<file path="src/rtl/multicycle_control_pkg.sv">
// Shared types and encodings for the multi-cycle RV32I control FSM:
// ALU op codes, opcodes, state encoding, mux selects and the per-state
// control word.
package multicycle_control_pkg;

    typedef enum logic [3:0] {
        S_FETCH   = 4'd0,
        S_DECODE  = 4'd1,
        S_EXEC    = 4'd2,
        S_WB      = 4'd3,
        S_MEMADDR = 4'd4,
        S_MEMRD   = 4'd5,
        S_MEMWR   = 4'd6,
        S_LDWB    = 4'd7,
        S_BRANCH  = 4'd8,
        S_JAL     = 4'd9,
        S_JALR    = 4'd10,
        S_TRAP    = 4'd11
    } state_t;

    localparam logic [3:0] ALU_ADD  = 4'b0000;
    localparam logic [3:0] ALU_SUB  = 4'b0010;
    localparam logic [3:0] ALU_OR   = 4'b0001;
    localparam logic [3:0] ALU_AND  = 4'b0011;
    localparam logic [3:0] ALU_SLL  = 4'b0100;
    localparam logic [3:0] ALU_SRL  = 4'b0101;
    localparam logic [3:0] ALU_SRA  = 4'b1101;
    localparam logic [3:0] ALU_XOR  = 4'b1000;
    localparam logic [3:0] ALU_SLT  = 4'b0110;
    localparam logic [3:0] ALU_SLTU = 4'b0111;

    localparam logic [6:0] OP_R      = 7'b0110011;
    localparam logic [6:0] OP_IMM    = 7'b0010011;
    localparam logic [6:0] OP_LUI    = 7'b0110111;
    localparam logic [6:0] OP_AUIPC  = 7'b0010111;
    localparam logic [6:0] OP_LOAD   = 7'b0000011;
    localparam logic [6:0] OP_STORE  = 7'b0100011;
    localparam logic [6:0] OP_BRANCH = 7'b1100011;
    localparam logic [6:0] OP_JAL    = 7'b1101111;
    localparam logic [6:0] OP_JALR   = 7'b1100111;

    localparam logic [1:0] SRCA_PC    = 2'd0;
    localparam logic [1:0] SRCA_OLDPC = 2'd1;
    localparam logic [1:0] SRCA_RS1   = 2'd2;
    localparam logic [1:0] SRCA_ZERO  = 2'd3;
    localparam logic [1:0] SRCB_RS2   = 2'd0;
    localparam logic [1:0] SRCB_4     = 2'd1;
    localparam logic [1:0] SRCB_IMM   = 2'd2;

    localparam logic [2:0] IMM_I = 3'd0;
    localparam logic [2:0] IMM_S = 3'd1;
    localparam logic [2:0] IMM_B = 3'd2;
    localparam logic [2:0] IMM_J = 3'd3;
    localparam logic [2:0] IMM_U = 3'd4;

    localparam logic [1:0] PCSRC_ALU    = 2'd0;
    localparam logic [1:0] PCSRC_ALUOUT = 2'd1;
    localparam logic [1:0] PCSRC_MASK   = 2'd2;
    localparam logic [1:0] WB_ALUOUT    = 2'd0;
    localparam logic [1:0] WB_MDR       = 2'd1;
    localparam logic [1:0] WB_PC        = 2'd2;

    // Control word registered alongside the state; only the enables that
    // depend on same-cycle inputs (mem_ready, alu_zero) are combined later.
    typedef struct packed {
        logic [3:0] alu_control;
        logic [1:0] src_a;
        logic [1:0] src_b;
        logic [2:0] imm_sel;
        logic       pc_write;
        logic [1:0] pc_src;
        logic       reg_write;
        logic [1:0] wb_sel;
        logic       mem_req;
        logic       mem_we;
        logic       iord;
    } ctrl_t;

    // DECODE successor; S_TRAP doubles as the illegal-instruction verdict.
    function automatic state_t decode_next(input logic [31:0] instr, input logic strict);
        logic       rsv_bad;
        logic [2:0] f3;
        state_t     nxt;
        f3      = instr[14:12];
        rsv_bad = strict && (instr[31] || (|instr[29:25]));
        nxt     = S_TRAP;
        case (instr[6:0])
            OP_R:              if (!rsv_bad) nxt = S_EXEC;
            // funct3 x01 are the shift-immediates, the only I-types with a funct7
            OP_IMM:            if (!(rsv_bad && f3[1:0] == 2'b01)) nxt = S_EXEC;
            OP_LUI, OP_AUIPC:  nxt = S_EXEC;
            OP_LOAD, OP_STORE: if (f3 == 3'b010) nxt = S_MEMADDR;
            OP_BRANCH:         if (f3[2:1] != 2'b01) nxt = S_BRANCH;
            OP_JAL:            nxt = S_JAL;
            OP_JALR:           if (f3 == 3'b000) nxt = S_JALR;
            default:           nxt = S_TRAP;
        endcase
        return nxt;
    endfunction

    // Moore part of the outputs for the state being entered.
    function automatic ctrl_t ctrl_for(input state_t s, input logic [31:0] instr,
                                       input logic [3:0] op);
        ctrl_t c;
        c = '0;
        case (s)
            S_FETCH: begin
                c.mem_req = 1'b1;
                c.src_a   = SRCA_PC;
                c.src_b   = SRCB_4;
                c.pc_src  = PCSRC_ALU;
            end
            S_DECODE: begin
                c.src_a   = SRCA_OLDPC;
                c.src_b   = SRCB_IMM;
                c.imm_sel = IMM_B;
            end
            S_EXEC: begin
                case (instr[6:0])
                    OP_R:     begin c.src_a = SRCA_RS1;   c.src_b = SRCB_RS2; c.alu_control = op; end
                    OP_IMM:   begin c.src_a = SRCA_RS1;   c.src_b = SRCB_IMM; c.alu_control = op; end
                    OP_LUI:   begin c.src_a = SRCA_ZERO;  c.src_b = SRCB_IMM; c.imm_sel = IMM_U; end
                    OP_AUIPC: begin c.src_a = SRCA_OLDPC; c.src_b = SRCB_IMM; c.imm_sel = IMM_U; end
                    default:  c = '0;
                endcase
            end
            S_WB: begin
                c.reg_write = 1'b1;
                c.wb_sel    = WB_ALUOUT;
            end
            S_MEMADDR: begin
                c.src_a   = SRCA_RS1;
                c.src_b   = SRCB_IMM;
                c.imm_sel = instr[5] ? IMM_S : IMM_I;
            end
            S_MEMRD: begin
                c.mem_req = 1'b1;
                c.iord    = 1'b1;
            end
            S_MEMWR: begin
                c.mem_req = 1'b1;
                c.mem_we  = 1'b1;
                c.iord    = 1'b1;
            end
            S_LDWB: begin
                c.reg_write = 1'b1;
                c.wb_sel    = WB_MDR;
            end
            S_BRANCH: begin
                c.src_a       = SRCA_RS1;
                c.src_b       = SRCB_RS2;
                c.alu_control = op;
                c.pc_src      = PCSRC_ALUOUT;
            end
            S_JAL: begin
                c.src_a     = SRCA_OLDPC;
                c.src_b     = SRCB_IMM;
                c.imm_sel   = IMM_J;
                c.pc_write  = 1'b1;
                c.reg_write = 1'b1;
                c.wb_sel    = WB_PC;
            end
            S_JALR: begin
                c.src_a     = SRCA_RS1;
                c.src_b     = SRCB_IMM;
                c.imm_sel   = IMM_I;
                c.pc_write  = 1'b1;
                c.pc_src    = PCSRC_MASK;
                c.reg_write = 1'b1;
                c.wb_sel    = WB_PC;
            end
            default: c = '0;
        endcase
        return c;
    endfunction

endpackage

</file>
<file path="src/rtl/multicycle_control_if.sv">
// Controller <-> datapath/memory signal bundle. master = control FSM.
interface multicycle_control_if;
    logic [31:0] instr;
    logic        alu_zero;
    logic        mem_ready;
    logic [3:0]  alu_control;
    logic [1:0]  alu_src_a;
    logic [1:0]  alu_src_b;
    logic [2:0]  imm_sel;
    logic        pc_write;
    logic [1:0]  pc_src;
    logic        old_pc_write;
    logic        ir_write;
    logic        mdr_write;
    logic        reg_write;
    logic [1:0]  wb_sel;
    logic        mem_req;
    logic        mem_we;
    logic        iord;
    logic        illegal;
    logic        bus_err;
    logic [3:0]  state_o;

    modport master (
        input  instr, alu_zero, mem_ready,
        output alu_control, alu_src_a, alu_src_b, imm_sel, pc_write, pc_src,
               old_pc_write, ir_write, mdr_write, reg_write, wb_sel,
               mem_req, mem_we, iord, illegal, bus_err, state_o
    );

    modport slave (
        output instr, alu_zero, mem_ready,
        input  alu_control, alu_src_a, alu_src_b, imm_sel, pc_write, pc_src,
               old_pc_write, ir_write, mdr_write, reg_write, wb_sel,
               mem_req, mem_we, iord, illegal, bus_err, state_o
    );
endinterface

</file>
<file path="src/rtl/multicycle_control_alu_op_decode.sv">
// Combinational ALU op decode from opcode, funct3 and funct7[5].
module multicycle_control_alu_op_decode
    import multicycle_control_pkg::*;
(
    input  logic [6:0] opcode,
    input  logic [2:0] funct3,
    input  logic       funct7_b5,
    output logic [3:0] alu_control
);

    // R/I arithmetic by funct3; branches compare with SUB/SLT/SLTU
    always_comb begin
        alu_control = ALU_ADD;
        case (opcode)
            OP_R, OP_IMM: begin
                case (funct3)
                    3'b000:  alu_control = (opcode == OP_R && funct7_b5) ? ALU_SUB : ALU_ADD;
                    3'b001:  alu_control = ALU_SLL;
                    3'b010:  alu_control = ALU_SLT;
                    3'b011:  alu_control = ALU_SLTU;
                    3'b100:  alu_control = ALU_XOR;
                    3'b101:  alu_control = funct7_b5 ? ALU_SRA : ALU_SRL;
                    3'b110:  alu_control = ALU_OR;
                    default: alu_control = ALU_AND;
                endcase
            end
            OP_BRANCH: begin
                case (funct3[2:1])
                    2'b00:   alu_control = ALU_SUB;
                    2'b10:   alu_control = ALU_SLT;
                    2'b11:   alu_control = ALU_SLTU;
                    default: alu_control = ALU_ADD;
                endcase
            end
            default: alu_control = ALU_ADD;
        endcase
    end

endmodule

</file>
<file path="src/rtl/multicycle_control.sv">
// Multi-cycle RV32I control FSM: one instruction in flight, registered
// control word, sticky illegal/bus_err traps.
module multicycle_control
    import multicycle_control_pkg::*;
#(
    parameter int STRICT_DECODE = 1,
    parameter int BUS_TIMEOUT   = 0
) (
    input logic                  clk,
    input logic                  rst,
    multicycle_control_if.master bus
);

    localparam logic [15:0] WAIT_LAST = 16'(BUS_TIMEOUT - 1);

    state_t      state, state_nxt;
    ctrl_t       ctrl_q;
    logic [15:0] wait_cnt;
    logic [3:0]  alu_op;
    logic        req_done, timeout, fetch_done, taken;
    logic        illegal_q, bus_err_q;

    multicycle_control_alu_op_decode u_alu_op_decode (
        .opcode      (bus.instr[6:0]),
        .funct3      (bus.instr[14:12]),
        .funct7_b5   (bus.instr[30]),
        .alu_control (alu_op)
    );

    // mem_ready only counts while our own request is up
    assign req_done   = ctrl_q.mem_req && bus.mem_ready;
    assign timeout    = (BUS_TIMEOUT != 0) && ctrl_q.mem_req && !bus.mem_ready
                        && (wait_cnt == WAIT_LAST);
    assign fetch_done = (state == S_FETCH) && req_done;
    // BEQ/BGE(U) take on zero, BNE/BLT(U) on !zero
    assign taken      = bus.alu_zero ^ bus.instr[12] ^ bus.instr[14];

    // Next-state selection; a bus timeout overrides any memory state
    always_comb begin
        state_nxt = state;
        case (state)
            S_FETCH:   if (req_done) state_nxt = S_DECODE;
            S_DECODE:  state_nxt = decode_next(bus.instr, STRICT_DECODE != 0);
            S_EXEC:    state_nxt = S_WB;
            S_WB:      state_nxt = S_FETCH;
            S_MEMADDR: state_nxt = bus.instr[5] ? S_MEMWR : S_MEMRD;
            S_MEMRD:   if (req_done) state_nxt = S_LDWB;
            S_MEMWR:   if (req_done) state_nxt = S_FETCH;
            S_LDWB, S_BRANCH, S_JAL, S_JALR: state_nxt = S_FETCH;
            default:   state_nxt = S_TRAP;
        endcase
        if (timeout) state_nxt = S_TRAP;
    end

    // State, registered control word, per-request wait counter, sticky flags
    always_ff @(posedge clk or posedge rst) begin
        if (rst) begin
            state     <= S_FETCH;
            ctrl_q    <= '0;
            wait_cnt  <= '0;
            illegal_q <= 1'b0;
            bus_err_q <= 1'b0;
        end else begin
            state    <= state_nxt;
            ctrl_q   <= ctrl_for(state_nxt, bus.instr, alu_op);
            wait_cnt <= (ctrl_q.mem_req && !bus.mem_ready) ? wait_cnt + 16'd1 : '0;
            if (state == S_DECODE && state_nxt == S_TRAP) illegal_q <= 1'b1;
            if (timeout) bus_err_q <= 1'b1;
        end
    end

    assign bus.alu_control  = ctrl_q.alu_control;
    assign bus.alu_src_a    = ctrl_q.src_a;
    assign bus.alu_src_b    = ctrl_q.src_b;
    assign bus.imm_sel      = ctrl_q.imm_sel;
    assign bus.pc_src       = ctrl_q.pc_src;
    assign bus.reg_write    = ctrl_q.reg_write;
    assign bus.wb_sel       = ctrl_q.wb_sel;
    assign bus.mem_req      = ctrl_q.mem_req;
    assign bus.mem_we       = ctrl_q.mem_we;
    assign bus.iord         = ctrl_q.iord;
    assign bus.pc_write     = ctrl_q.pc_write || fetch_done || (state == S_BRANCH && taken);
    assign bus.ir_write     = fetch_done;
    assign bus.old_pc_write = fetch_done;
    assign bus.mdr_write    = (state == S_MEMRD) && req_done;
    assign bus.illegal      = illegal_q;
    assign bus.bus_err      = bus_err_q;
    assign bus.state_o      = state;

endmodule
</file>
<file path="src/flat_wrapper.sv">
// flat-port wrapper written by rule: the top's interface ports become plain ports
module multicycle_control_flat import multicycle_control_pkg::*;
#(
    parameter int STRICT_DECODE = 1,
    parameter int BUS_TIMEOUT   = 0
)
  (clk, rst, bus_instr, bus_alu_zero, bus_mem_ready, bus_alu_control, bus_alu_src_a, bus_alu_src_b, bus_imm_sel, bus_pc_write, bus_pc_src, bus_old_pc_write, bus_ir_write, bus_mdr_write, bus_reg_write, bus_wb_sel, bus_mem_req, bus_mem_we, bus_iord, bus_illegal, bus_bus_err, bus_state_o);
  multicycle_control_if bus_i ();
  input logic clk;
  input logic rst;
  input wire logic [$bits(bus_i.instr)-1:0] bus_instr;
  input wire logic [$bits(bus_i.alu_zero)-1:0] bus_alu_zero;
  input wire logic [$bits(bus_i.mem_ready)-1:0] bus_mem_ready;
  output wire logic [$bits(bus_i.alu_control)-1:0] bus_alu_control;
  output wire logic [$bits(bus_i.alu_src_a)-1:0] bus_alu_src_a;
  output wire logic [$bits(bus_i.alu_src_b)-1:0] bus_alu_src_b;
  output wire logic [$bits(bus_i.imm_sel)-1:0] bus_imm_sel;
  output wire logic [$bits(bus_i.pc_write)-1:0] bus_pc_write;
  output wire logic [$bits(bus_i.pc_src)-1:0] bus_pc_src;
  output wire logic [$bits(bus_i.old_pc_write)-1:0] bus_old_pc_write;
  output wire logic [$bits(bus_i.ir_write)-1:0] bus_ir_write;
  output wire logic [$bits(bus_i.mdr_write)-1:0] bus_mdr_write;
  output wire logic [$bits(bus_i.reg_write)-1:0] bus_reg_write;
  output wire logic [$bits(bus_i.wb_sel)-1:0] bus_wb_sel;
  output wire logic [$bits(bus_i.mem_req)-1:0] bus_mem_req;
  output wire logic [$bits(bus_i.mem_we)-1:0] bus_mem_we;
  output wire logic [$bits(bus_i.iord)-1:0] bus_iord;
  output wire logic [$bits(bus_i.illegal)-1:0] bus_illegal;
  output wire logic [$bits(bus_i.bus_err)-1:0] bus_bus_err;
  output wire logic [$bits(bus_i.state_o)-1:0] bus_state_o;
  assign bus_i.instr = bus_instr;
  assign bus_i.alu_zero = bus_alu_zero;
  assign bus_i.mem_ready = bus_mem_ready;
  assign bus_alu_control = bus_i.alu_control;
  assign bus_alu_src_a = bus_i.alu_src_a;
  assign bus_alu_src_b = bus_i.alu_src_b;
  assign bus_imm_sel = bus_i.imm_sel;
  assign bus_pc_write = bus_i.pc_write;
  assign bus_pc_src = bus_i.pc_src;
  assign bus_old_pc_write = bus_i.old_pc_write;
  assign bus_ir_write = bus_i.ir_write;
  assign bus_mdr_write = bus_i.mdr_write;
  assign bus_reg_write = bus_i.reg_write;
  assign bus_wb_sel = bus_i.wb_sel;
  assign bus_mem_req = bus_i.mem_req;
  assign bus_mem_we = bus_i.mem_we;
  assign bus_iord = bus_i.iord;
  assign bus_illegal = bus_i.illegal;
  assign bus_bus_err = bus_i.bus_err;
  assign bus_state_o = bus_i.state_o;
  multicycle_control #(.STRICT_DECODE(STRICT_DECODE), .BUS_TIMEOUT(BUS_TIMEOUT)) u_core (.clk(clk), .rst(rst), .bus(bus_i));
endmodule
</file>
<file path="config.mk">
export PLATFORM = sky130hd
export DESIGN_NAME = multicycle_control_flat
export DESIGN_NICKNAME = d
export VERILOG_FILES = /design/src/rtl/multicycle_control_pkg.sv /design/src/rtl/multicycle_control_if.sv /design/src/rtl/multicycle_control_alu_op_decode.sv /design/src/rtl/multicycle_control.sv /design/src/flat_wrapper.sv
export SDC_FILE = /design/constraint.sdc
export NUM_CORES = 1
export LEC_CHECK = 0
export CAP_MARGIN = 20
export CORE_MARGIN = 3
export CORE_UTILIZATION = 50
export DETAILED_ROUTE_END_ITERATION = 8
export DONT_BUFFER_PORTS = 1
export SLEW_MARGIN = 20
export SYNTH_ARGS = -nofsm -noshare
export SYNTH_HDL_FRONTEND = slang
export SYNTH_HIERARCHICAL = 1
export SYNTH_SLANG_ARGS = --single-unit
</file>
<file path="constraint.sdc">
create_clock -name clk -period 6.4 [get_ports clk]
set_input_delay 0.64 -clock clk [delete_from_list [all_inputs] [get_ports clk]]
set_output_delay 0.64 -clock clk [all_outputs]
set_load 0.01 [all_outputs]
</file>
==> results.txt, run 1 <==
- Number of endpoints with negative hold slack in the final report: 0
- At the end of the flow, the number of nets in the layout was 196.
- After clock tree synthesis, the flow added hold-fix buffers numbering 0.
- Class of the tightest hold or removal check: primary input to asynchronous set/reset pin
- Clk_lat worst skew: 310 ps
- Commonest non-fill, non-tap cells in the layout: sky130_fd_sc_hd__dfrtp_1, sky130_fd_sc_hd__nand2_1, sky130_fd_sc_hd__nor3_1
- Clock tree synthesis found a total of 24 sinks.
- The first routing iteration left 74 violations.
- Leaving out fill and tap cells, the most frequent cell in the layout is sky130_fd_sc_hd__dfrtp_1.
* Distinct cells, synth: 54
* Final Wtd Congestion: 0.8833
- After legalization and detailed placement, the total HPWL measured 2557 um.
- Data arrival time of the worst path: between 2000 and 3000 ps
- Averaged over all synthesized cells, the footprint is roughly 9.4 sq um.
- Number of synthesized flops with an enable pin: 0
- Clock tree synthesis selected as its root buffer the cell sky130_fd_sc_hd__clkbuf_4.
* GR Util met3: 6.499%
- Clock tree synthesis inserted a total of 3 buffers.
- In the routed design, unresolved DRC markers number 0.
* Syn. warnings: 6
- The share of the Yosys chip area taken by registers is 39.51%.
- TritonCTS built the clock tree.
- In the final routed layout, each cell accounts on average for 17.08 um.
- Cells taking the most area after synthesis: sky130_fd_sc_hd__dfrtp_1, sky130_fd_sc_hd__nor3_1, sky130_fd_sc_hd__nor3b_2
* Status: completed
- For the worst setup path, the data required time is approximately 6600 ps.
- Fillers: 260
- With fillers left out, the area of the finished cells amounts to between 1500 and 2000 sq um.
- Clock transition at path regs: roughly 120 ps
- Sum of negative setup slack: 0 ps
* Tightest slew margin relative to the limit: 42.72%
- CP endpoint kind: flop
- Slew of the pin with the lowest slew margin: between 800 and 900 ps
- Via count of the first global-routing pass: 1123
* Element type at the critical path start: flop
* Post-synth top area cell: sky130_fd_sc_hd__dfrtp_1
- For this run, asynchronously set or reset flops after synthesis account for 100.0%.
- H-tree level count: 1
* ANT nets after route: 0
* Post-synthesis net count: just under 200
- Final setup violation count: 0
- Placeable core region: roughly 2800 sq um
- For this design the ratio of total power to cell area is 387.0 nW/um^2.
- Global routing consumed, over all layers together, 18.80% of the routing resources.
* Buf+Inv Stages, Crit Path: 0
- IR analysis of the VDD net gives a maximum drop of 0.2128 mV.
* Dominant delay contributor by cell family on the critical path: simple AND/OR/NAND/NOR gates
- Worst-path fanout max: 12
- Post-DR vias/cell: 6.332
* Slew Viols, Final: 0
- Most used flip-flop cell after synthesis: sky130_fd_sc_hd__dfrtp_1
- After synthesis, the largest area contributor takes up 39.51% of total cell area.
* Standard-cell rows: 19
- Entering global routing, the biggest net connects 25 pins.
* Number of gates resized after CTS: 0
- Once placement finished, the instance area stood at 1523 sq um.
- Initial DRT Pass Iterations: 4
* Ratio of cells with drive above 1 in the final layout: 14.47%
- Flop and latch count out of synthesis: 24
- Leakage Power: 0.6726 nW
* Port bufs: 0
- Type of the worst setup path: flop to flop
- Across the routed clock network, the largest skew measured is 3.160 ps.
- Count of vias placed by the detailed router: ~1.2k
- The floorplan step defined a die boundary enclosing 3738 sq um.
- From synthesis to final layout, the design area changed by 3.621%.
- For this run, the top clock speed supported by timing is 395.1 MHz.
- 0 antenna diodes ended up in the layout.
- Global Route met1 Usage: 25.10%
- Cells after Synth: 161
- Die boundary height: 61.14 um
* Layer with the highest usage after global routing: met2
- Horizontal die dimension: 61.14 um
- The final layout contains routed wiring with a total length of 3245 um.
- Number of antenna violations at the first check in global routing: 0
- Top-Level Pins: 65
* Min Clock Period, post-route: between 2000 and 3000 ps
* Setup repair after global routing missed its margin: no
- List of cells traversed by the critical path: or4b_4 > or4_1 > and2_4 > a41oi_4 > nor3b_2
* Cell with the biggest individual delay on the critical path: sky130_fd_sc_hd__dfrtp_1
- Slowest cell delay on critical path: 660 ps
- Post-synthesis instance area: ~1500 sq um
- After layout, the worst path uses 39.55% of the clock period.
- Global route overflow: 0
- The first global-routing pass estimated 5244 um of wire.
- The initial utilization of the core area, before any placement, comes to between 50% and 60%.
* Number of max-cap violations: 0
* Met2 layer usage reported by global route: 30.36%
- Buffer depth of the longest clock path: 2
- Post-CTS setup buffer count: 0
[final timing paths]
path	start	endpoint	slack [ps]	cells after the start
min reg2reg	u_core/bus.illegal	u_core/bus.illegal	560	1
min in group clk	bus_mem_ready	u_core/bus.wb_sel[0]	490	2
max in group asynchronous	rst	u_core/ctrl_q[8]	5490	1
max reg2reg	u_core/bus.state_o[0]	u_core/bus.alu_control[2]	3870	5
max	u_core/bus.state_o[0]	u_core/bus.alu_control[2]	3870	5
min	rst	u_core/bus.pc_src[1]	380	1
[cells by family (layout without fill, tap and decap cells)]
group | Yosys count | count (layout) | synth area share, %
buffers and inverters | 17 | 15 | 5.350
AO/OA/AOI/OAI | 41 | 41 | 22.14
AND/OR/NAND/NOR | 76 | 76 | 31.61
flip-flops | 24 | 24 | 39.51
other | 1 | 1 | 0.2467
XOR/XNOR | 2 | 2 | 1.152
[sequential cells by signal, indices dropped and copies added, names as in the netlist, 2 cells and up]
| name | count |
|---|---|
| u_core/bus.alu_control | 4 |
| u_core/bus.state_o | 4 |
| u_core/bus.imm_sel | 3 |
| u_core/bus.alu_src_a | 2 |
| u_core/bus.alu_src_b | 2 |
| u_core/bus.pc_src | 2 |
[layer usage]
metal | vias to the layer above | wire (um)
met3 | 0 | 255
met2 | 46 | 1574
li1 | 584 | -
met5 | - | 0
met1 | 573 | 1415
met4 | 0 | 0
[final cells by class]
| class | count | area (sq um) | area share, % |
|---|---|---|---|
| Clock inverter | 1 | 30.03 | 1.906 |
| Inverter | 10 | 37.54 | 2.383 |
| Clock buffer | 3 | 22.52 | 1.430 |
| Multi-Input combinational cell | 120 | 838.3 | 53.22 |
| Timing Repair Buffer | 1 | 7.507 | 0.4766 |
| Sequential cell | 24 | 600.6 | 38.13 |
| Tap cell | 31 | 38.79 | 2.462 |
[report_power, final]
group          switching (W)  internal (W)
Clock              0.0000423     0.0000633
Sequential         0.0000589      0.000187
Combinational       0.000161     0.0000975
[per-stage QoR]
step	hold WS, ps	total power (W)	setup slack (ps)	std cells	util, %
2_1_floorplan	503.2	0.0004529	3935	161	-
3_3_place_gp	539.5	0.0005041	3834	186	53.83
3_5_place_dp	542.4	0.0005080	3821	186	53.83
4_1_cts	398.7	0.0006144	3865	190	55.68
5_1_grt	430.0	0.0006625	3619	190	55.68
6_report	377.2	0.0006096	3869	190	55.68
[synthesized netlist by cell type, types with 2 or more instances]
master,instances
sky130_fd_sc_hd__a21oi_1,9
sky130_fd_sc_hd__or4_1,2
sky130_fd_sc_hd__or4b_4,2
sky130_fd_sc_hd__o41ai_1,2
sky130_fd_sc_hd__a22oi_1,2
sky130_fd_sc_hd__clkbuf_1,2
sky130_fd_sc_hd__nand2b_1,6
sky130_fd_sc_hd__nor3_1,10
sky130_fd_sc_hd__inv_2,2
sky130_fd_sc_hd__buf_2,2
sky130_fd_sc_hd__o21a_1,3
sky130_fd_sc_hd__nor2b_1,2
sky130_fd_sc_hd__inv_1,8
sky130_fd_sc_hd__nor3b_2,4
sky130_fd_sc_hd__o211ai_1,3
sky130_fd_sc_hd__nand4_1,4
sky130_fd_sc_hd__nand3_1,7
sky130_fd_sc_hd__and2_4,2
sky130_fd_sc_hd__nand3b_1,3
sky130_fd_sc_hd__nand2_1,13
sky130_fd_sc_hd__nor2_1,9
sky130_fd_sc_hd__a21o_1,3
sky130_fd_sc_hd__dfrtp_1,24
sky130_fd_sc_hd__buf_4,2
sky130_fd_sc_hd__o21ai_0,6
No activity file was read; power rests on OpenSTA's default activity.
==> inputs of run 2 (changes only) <==
- PLACE_DENSITY: not set -> 0.68
- clock period: 6.4 -> 2.3 ns (I/O delays scaled with it)
==> results.txt, run 2 (synthesis gave the netlist of run 1 again) <==
- Seq. cell area: 600.6 sq um (unchanged)
- The mean number of vias per cell is 6.372 (+0.64%).
* Count of inserted antenna diode cells: 0 (unchanged)
* Tightest slew margin relative to the limit: 43.77% (+1.1 points)
- The final net count came to 205 (+4.6%).
- The fraction of final layout cells with drive strength greater than 1 was 19.05% (+4.6 points).
- The data arrival time at the worst-slack endpoint was 2390 ps (-340 ps).
- Buf+Inv Stages, Crit Path: 0 (unchanged)
- The weighted congestion reported at the end of routability-driven placement is 0.9147 (+3.6%).
- The peak clock frequency supported by timing was 456.0 MHz (+15%).
* Overall routed net length: 3505 um (+8.0%)
* Internal power: 0.001044 W (+200%)
* List of cells traversed by the critical path: or4b_4 > or4_4 > and2_4 > a41oi_4 > nor3b_2
- The number of maximum-capacitance violations is 0 (unchanged).
* Final setup violation count: 0 (unchanged)
- Placeable core region: 2829 sq um (unchanged)
- Setup repair after global routing left no endpoint under its margin.
* Critical Path End: u_core/bus.alu_control[0]
* Overall die area: 3738 sq um (unchanged)
* Top-Level Pins: 65 (unchanged)
* Final worst path period share: 95.34% (+56 points)
- Standard-cell rows: 19 (unchanged)
- The delay of the slowest critical-path stage came to 560 ps (-100 ps).
- Slew Viols, Final: 0 (unchanged)
* Clk_lat worst skew: 310 ps (about the same)
- Type of the worst setup path: flop to flop
- The maximum number of pins on one net before global-route repair was 25 (unchanged).
- CP endpoint kind: flop
* DR WL met2: 1746 um (+11%)
- Post-route worst hold slack: 100.7 ps (-276.5 ps)
- Sum of negative setup slack: 0 ps (unchanged)
- Class of the tightest hold or removal check: primary input to flop
* Number of gates on the worst path with buffers counted: 5 (unchanged)
- The library cell used most frequently in the layout, excluding fill and tap cells, is sky130_fd_sc_hd__dfrtp_1.
* Top Layer Used: met4
- Buffer depth of the longest clock path: 2 (unchanged)
* Number of buffers created by CTS: 3 (unchanged)
- Fillers: 268 (+3.1%)
* Horizontal die dimension: 61.14 um (unchanged)
* Detailed router's first-iteration violation count: 93 (+26%)
- Area delta synth->final: 8.477%
- Number of endpoints with negative hold slack in the final report: 0 (unchanged)
- The global-route congestion overflow total was 0 (unchanged).
- The number of global-route vias before repair came to 1262 (+12%).
- The static power due to leakage is 0.7186 nW (+6.8%).
* Reg-to-reg setup timing slack: 110 ps (-3760 ps)
* Min Clock Period, post-route: 2193 ps (-338.3 ps)
- The length of routed met3 wiring is 252 um (-1.2%).
* Overall Global Routing Usage: 20.99% (+2.2 points)
- Share of power burned in combinational logic: 50.4% (+8.0 points)
* Element type at the critical path start: flop
- Count of vias placed by the detailed router: 1268 (+5.4%)
- Number of antenna violations at the first check in global routing: 0 (unchanged)
- The top cell types in the final layout, fill and taps aside, are sky130_fd_sc_hd__dfrtp_1, sky130_fd_sc_hd__nand2_1, sky130_fd_sc_hd__nor3_1.
- Post-route DRC: 0 (unchanged)
- Total area of multi-input combinational cells: 842.1 sq um (+0.45%)
* Wire length of the first global-routing pass: 5851 um (+12%)
- End of the worst register-to-register path: u_core/bus.alu_control[0]
- The power per unit of standard cell area came to 1093 nW/um^2 (+180%).
- Clock tree from TritonCTS: done
* Fraction of power consumed by sequential logic: 33.4% (-6.9 points)
* Mean routed wirelength per cell: 17.61 um (+3.1%)
- The largest individual stage delay along the critical path comes from the cell sky130_fd_sc_hd__or4b_4.
* Finished Core Util: 58.29% (+2.6 points)
- The tree is rooted in a sky130_fd_sc_hd__clkbuf_4.
- ANT nets after route: 0 (unchanged)
* Worst-path fanout max: 5 (-7)
- The number of sinks handled by clock tree synthesis came to 24 (unchanged).
- In this run the worst setup path begins at u_core/bus.state_o[1].
- Max rail drop VDD: 0.6240 mV (+190%)
- The total routed wire length on the met1 layer came to 1423 um (+0.57%).
- R2R Path Start: u_core/bus.state_o[1]
- The post-cts repair resize count is 0 (unchanged).
- Clock tree skew after final layout: 4.389 ps (+1.229 ps)
* Port bufs: 0 (unchanged)
* Die boundary height: 61.14 um (unchanged)
* Clock group share of total power: 16.2% (-1.1 points)
- The number of optimization iterations in the first detailed-route pass was 4 (unchanged).
- Slew of the pin with the lowest slew margin: 842.5 ps (-15.78 ps)
- Switching power summed over all nets: 0.0007577 W (+190%)
* Initial standard-cell utilization of the core: 53.74% (unchanged)
* Dominant delay contributor by cell family on the critical path: simple AND/OR/NAND/NOR gates
- The depth of the worst register-to-register path came to 5 (unchanged).
- The run finished with clean final reports.
- The number of levels the H-tree was split into is 1 (unchanged).
* Hold Path Depth: 2
- The clock-pin slew reported for the worst setup and hold paths after clock tree synthesis is 120 ps (about the same).
- The worst path required time came to 2500 ps (-4100 ps).
- Sum of net half-perimeters after detailed placement: 2765 um (+8.1%)
- The switching share of power is 42.04% (-0.94 points).
-- run 2: timing repair --
item | 4_1_cts | 5_1_grt
endpoints found under the hold margin | 24 | 0
hold buffers | 1 | 0
setup buffers | 0 | 0
-- run 2: worst min path at each step --
stage	startpoint	end	slack, ps
2_1_floorplan	rst	u_core/bus.alu_control[0]	240
3_3_place_gp	rst	u_core/bus.pc_src[1]	320
3_5_place_dp	rst	u_core/bus.alu_src_a[0]	330
4_1_cts	bus_mem_ready	u_core/bus.wb_sel[0]	90
5_1_grt	bus_mem_ready	u_core/bus.wb_sel[0]	70
6_report	bus_mem_ready	u_core/bus.wb_sel[0]	100
-- run 2: area by class of cell --
| cell class | count | share of cell area [%] |
|---|---|---|
| clock buffer | 3 | 1.366 |
| clock inverter | 1 | 1.821 |
| inverter | 10 | 2.276 |
| multi-input combinational | 120 | 51.06 |
| sequential | 24 | 36.42 |
| tap | 31 | 2.352 |
| timing repair buffer | 10 | 4.704 |
-- run 2: worst reg2reg max path: cells and delay by family, from the launching register on --
kind,cells,cell delay [ps]
simple gates,4,1410
compound gates,1,290
flops,1,400
-- run 2: routing by layer --
layer / global-route usage, % / up-vias
met4: 7.430 / 0
met2: 35.05 / 52
met3: 6.499 / 10
met1: 25.45 / 600
li1: - / 606
met5: 0 / -
-- run 2: power groups by stage --
| stage | clock (W) | combinational (W) | sequential, W |
|---|---|---|---|
| final | 0.000291 | 0.000908 | 0.000603 |
| after CTS | 0.000297 | 0.000906 | 0.000606 |
| after detailed placement | 0 | 0.000896 | 0.000616 |
| after global routing | 0.000323 | 0.00102 | 0.000616 |
| after global placement | 0 | 0.000873 | 0.000615 |
| after floorplan | 0 | 0.000636 | 0.000625 |
-- run 2: through the flow --
| step | instances | cell area, sq um | total power (W) | setup WS, ps |
|---|---|---|---|---|
| detailed placement | 194 | 1587 | 0.001512 | 116.9 |
| global placement | 194 | 1587 | 0.001488 | 130.8 |
| floorplan | 161 | 1524 | 0.001261 | 25.48 |
| finish | 199 | 1649 | 0.001802 | 107.2 |
| CTS | 199 | 1649 | 0.001809 | 102.7 |
| global route | 199 | 1649 | 0.001956 | 18.46 |
